[src/rtl/matmul_controller.sv]
// matmul_controller: sequences a DIMxDIM unsigned C = A x B over A/B read ports and a C write port.
// Define SAT_EN to saturate written results to 2^SIZE-1 instead of truncating them.
module matmul_controller #(
    parameter int DIM   = 2,
    parameter int SIZE  = 8,
    parameter int ACC_W = 2*SIZE+$clog2(DIM)
) (
    input  logic            clk_i,
    input  logic            rst_ni,
    input  logic            start_i,
    input  logic            abort_i,
    output logic            rd_a_en_o,
    output logic [5:0]      rd_a_addr_o,
    input  logic [SIZE-1:0] rd_a_data_i,
    output logic            rd_b_en_o,
    output logic [5:0]      rd_b_addr_o,
    input  logic [SIZE-1:0] rd_b_data_i,
    output logic            wr_c_en_o,
    output logic [5:0]      wr_c_addr_o,
    output logic [SIZE-1:0] wr_c_data_o,
    output logic            busy_o,
    output logic            done_o
);
    localparam int CW = DIM > 1 ? $clog2(DIM) : 1;
    localparam logic [CW-1:0] LAST = CW'(DIM-1);

    typedef enum logic [1:0] {IDLE, MAC, WRITE, DONE} state_t;

    state_t           state_q, state_d;
    logic [CW-1:0]    i_q, i_d, j_q, j_d, k_q, k_d;
    logic [ACC_W-1:0] acc_q, acc_d;
    logic [SIZE-1:0]  result;
    logic             mac, wr;

    assign mac = state_q == MAC;
    assign wr  = state_q == WRITE;

`ifdef SAT_EN
    assign result = acc_q > ACC_W'({SIZE{1'b1}}) ? {SIZE{1'b1}} : acc_q[SIZE-1:0];
`else
    assign result = acc_q[SIZE-1:0];
`endif

    // Everything visible is decoded from registered state, so reset forces all outputs to 0.
    assign rd_a_en_o   = mac;
    assign rd_b_en_o   = mac;
    assign rd_a_addr_o = mac ? 6'(int'(i_q)*DIM + int'(k_q)) : 6'd0;
    assign rd_b_addr_o = mac ? 6'(int'(k_q)*DIM + int'(j_q)) : 6'd0;
    assign wr_c_en_o   = wr;
    assign wr_c_addr_o = wr ? 6'(int'(i_q)*DIM + int'(j_q)) : 6'd0;
    assign wr_c_data_o = wr ? result : '0;
    assign busy_o      = mac || wr;
    assign done_o      = state_q == DONE;

    always_comb begin
        state_d = state_q;
        i_d     = i_q;
        j_d     = j_q;
        k_d     = k_q;
        acc_d   = acc_q;
        if (abort_i && (mac || wr)) begin
            state_d = IDLE;
            i_d     = '0;
            j_d     = '0;
            k_d     = '0;
            acc_d   = '0;
        end else begin
            unique case (state_q)
                IDLE: if (start_i && !abort_i) begin
                    state_d = MAC;
                    i_d     = '0;
                    j_d     = '0;
                    k_d     = '0;
                    acc_d   = '0;
                end
                MAC: begin
                    acc_d   = acc_q + ACC_W'(rd_a_data_i) * ACC_W'(rd_b_data_i);
                    k_d     = k_q == LAST ? '0 : k_q + 1'b1;
                    state_d = k_q == LAST ? WRITE : MAC;
                end
                WRITE: begin
                    acc_d   = '0;
                    j_d     = j_q == LAST ? '0 : j_q + 1'b1;
                    i_d     = j_q != LAST ? i_q : i_q == LAST ? '0 : i_q + 1'b1;
                    state_d = (i_q == LAST && j_q == LAST) ? DONE : MAC;
                end
                DONE: state_d = IDLE;
                default: state_d = IDLE;
            endcase
        end
    end

    always_ff @(posedge clk_i or negedge rst_ni) begin
        if (!rst_ni) begin
            state_q <= IDLE;
            i_q     <= '0;
            j_q     <= '0;
            k_q     <= '0;
            acc_q   <= '0;
        end else begin
            state_q <= state_d;
            i_q     <= i_d;
            j_q     <= j_d;
            k_q     <= k_d;
            acc_q   <= acc_d;
        end
    end
endmodule

[config.mk]
export PLATFORM = sky130hd
export DESIGN_NAME = matmul_controller
export DESIGN_NICKNAME = d
export VERILOG_FILES = /design/src/rtl/matmul_controller.sv
export SDC_FILE = /design/constraint.sdc
export NUM_CORES = 1
export LEC_CHECK = 0
export ABC_CLOCK_PERIOD_IN_PS = 5980
export CAP_MARGIN = 15
export CORE_MARGIN = 1.5
export CORE_UTILIZATION = 45
export CTS_BUF_LIST = sky130_fd_sc_hd__clkbuf_8
export CTS_CLUSTER_SIZE = 25
export DETAILED_ROUTE_END_ITERATION = 12
export PLACE_DENSITY = 0.75
export RECOVER_POWER = 50
export SLEW_MARGIN = 20
export SYNTH_ARGS = -nofsm -noshare
export SYNTH_HDL_FRONTEND = slang
export SYNTH_SLANG_ARGS = --single-unit
[constraint.sdc]
create_clock -name clk_i -period 5.98 [get_ports clk_i]
set_clock_uncertainty 0.1 [all_clocks]
set_input_delay 0.598 -clock clk_i [delete_from_list [all_inputs] [get_ports clk_i]]
set_output_delay 0.598 -clock clk_i [all_outputs]
set_load 0.01 [all_outputs]
==> reports/results.txt <==
total power density per cell area = 345.8 mW/mm²
Placeable Area = 0.004058 mm²
Syn. warnings = 0
worst reg2reg path endpoint = acc_q[7]
aggregate global-route resource usage = 19.53%
# diodes = 0
largest fanout on the critical path = 7
# nets final = 319
worst reg2reg setup slack = 1.70 ns
post-cts resize count = 0
number of buffers between clock root and the deepest sink = 2
fmax = 0.2024 GHz
IO Port Bufs = 38
CTS tree = done
CTS Hold Bufs = 0
number of flip-flops and latches in the synthesized netlist = 13
DRC viols = 0
filler cell count in the final layout = 352
critical register-to-register path startpoint = acc_q[3]
hold violation count in the final report = 0
die outline area = 0.004690 mm²
Critical Path Sink Type = register
Crit. Startpoint = rd_b_data_i[1]
worst setup path endpoint = acc_q[7]
number of buffers inserted during clock tree synthesis = 3
global-route wire length before repair = 6720 µm
number of nets still failing antenna checks after routing = 0
area of all placed cells without fillers = 0.002341 mm²
Tcrit/Tclk final = 82.63%
wirelength, routed = 4002 µm
Setup-failing EPs final = 0
register area share after synthesis = 16.86%
final critical path time including I/O delays and setup = 4.941 ns
area overhead of the layout relative to synthesis = 21.34%
most frequently used cell type in the post-synthesis netlist = inv_1
level count of the clock H-tree = 1
placer congestion estimate = 0.8493
Starting Density = 47.55%
result of the run = finished clean
Post-synth ARST share = 100.0%
ys flop type = dfrtp_1
most used standard cells in the synthesized netlist = 44 x inv_1, 31 x nand2_1, 21 x ha_1, 20 x and2_1, 18 x fa_1
Rows = 23
via count of the first global-routing pass = 1,393
unrepaired setup endpoints after global routing = false
Remaining Overflow, GRT = 0
setup_tns = 0 ns
Reg clk slew, reported paths = 0.06 ns
maximum resistive drop on vdd = 0.0002895 V
count of max-cap constraint violations = 0
portion of synthesized cell area occupied by the leading cell type = 18.68%
Post-DP HPWL = 3286 µm
largest net degree at the start of global routing = 14
number of I/O pins = 51
height of the chip = 68.48 µm
depth of the worst register-to-register path = 15
detailed-route via count = 1,517
total number of clock tree sinks = 13
mean cell area of the mapped netlist = 8.691 µm²
Crit path required time = 6.04 ns
post-synthesis instance total = 222
clock root cell = clkbuf_8
transition at the pin with the smallest max-transition slack = 0.6077 ns
detailed router's first-iteration violation count = 74
insertion delay of the later-clocked pin in the worst-skew pair = 0.24 ns
Post-CTS Repair Setup Buffers = 0
router iterations before antenna repair = 4
EDFF count, synth = 0
Worst slew margin = 59.36%
main area contributors after synthesis = fa_1 19%, dfrtp_1 17%, ha_1 14%, inv_1 8.6%, and2_1 6.5%
share of final-layout standard cells stronger than drive strength 1 = 3.089%
Leakage Power = 1.194 nW
area of combinational cells with multiple inputs = 0.001363 mm²
Post-DP Area = 0.002298 mm²
arrival time of the worst setup path = 5.00 ns
total standard cell area after synthesis = 0.001929 mm²
crit start category = input port
kind of critical path = input port to register
number of antenna violations at the first check in global routing = 0
number of pins exceeding their max-slew limit in the final report = 0
number of distinct library cells after synthesis = 30
Vias per Instance = 4.909
type of the tightest min-delay check = register to register
chip width = 68.48 µm
area leader, netlist = fa_1
WL/cell = 12.95 µm
sequential cell area = 325.3 µm²
[state kept, by name (all words and copies together) (netlist names)]
signal   count
state_q      2
k_q          1
acc_q        8
i_q          1
j_q          1
[report_power, final]
part,leakage (nW),switching (mW),internal [mW]
logic,0.993,0.303,0.283
clock network,0.0269,0.0318,0.0453
registers,0.174,0.0273,0.119
[worst min path at each step]
stage	from	endpoint	cells after the start
final	acc_q[5]	acc_q[5]	1
after global routing	acc_q[6]	acc_q[6]	1
after CTS	acc_q[6]	acc_q[6]	1
after detailed placement	acc_q[6]	acc_q[6]	1
after global placement	acc_q[4]	acc_q[4]	1
after floorplan	rst_ni	acc_q[0]	0
[layer usage]
metal / GRT usage [%] / up-vias / part of all wire [%]
met2: 30.65 / 50 / 47
met1: 28.82 / 722 / 48
li1: - / 741 / -
met3: 2.961 / 4 / 4.3
met5: 0 / - / 0
met4: 3.000 / 0 / 0.50
[layout by cell type (no fill, tap or decap), types with 2 or more instances in the layout]
master	instances
xnor2_1	10
a211oi_1	3
conb_1	12
a221oi_1	2
ha_1	21
nand2_1	31
and2_1	20
o21ai_0	2
dlygate4sd3_1	5
clkdlybuf4s50_1	33
nor2_1	8
dfrtp_1	13
fa_1	18
xnor3_1	2
a21o_1	3
a21oi_1	7
a22o_1	7
nand2b_1	2
xor2_1	3
inv_1	45
clkbuf_8	3
[critical path, stage by stage]
cell and delay [ns]:
clkdlybuf4s50_1 0.64, nand2_1 0.12, fa_1 0.51, inv_1 0.04, ha_1 0.28, ha_1 0.27, inv_1 0.05, fa_1 0.52
inv_1 0.04, ha_1 0.20, fa_1 0.46, a21o_1 0.20, a21oi_1 0.13, xnor3_1 0.40, xnor3_1 0.37, o31ai_2 0.17
[layout make-up]
type	instances	share of cell area, %
Multi-Input combinational cell	160	58.20
Timing Repair Buffer	38	16.25
Sequential cell	13	13.90
Inverter	44	7.055
Tap cell	50	2.672
Clock buffer	3	1.764
Clock inverter	1	0.1603
[kinds of logic after synthesis]
kind of cell    Yosys count  synth area share, %
buf+inv                  60                14.53
flops                    13                16.86
other cells               1               0.1944
compound gates           30                11.54
simple gates             63                15.50
xor+xnor                 16                9.079
fa+ha+maj                39                32.30
[stage by stage]
step	total power, mW	instances	util [%]	hold slack [ns]	worst slack (ns)
6_report	0.8096	309	57.69	0.4117	1.039
5_1_grt	0.9039	309	57.69	0.4369	0.7703
4_1_cts	0.8239	309	57.76	0.4130	1.034
3_5_place_dp	0.7386	305	56.65	0.3909	0.7629
3_3_place_gp	0.7321	305	56.65	0.3899	0.8345
2_1_floorplan	0.5896	233	-	0.2024	1.592
Note: power is estimated with default switching activity, not from simulation.
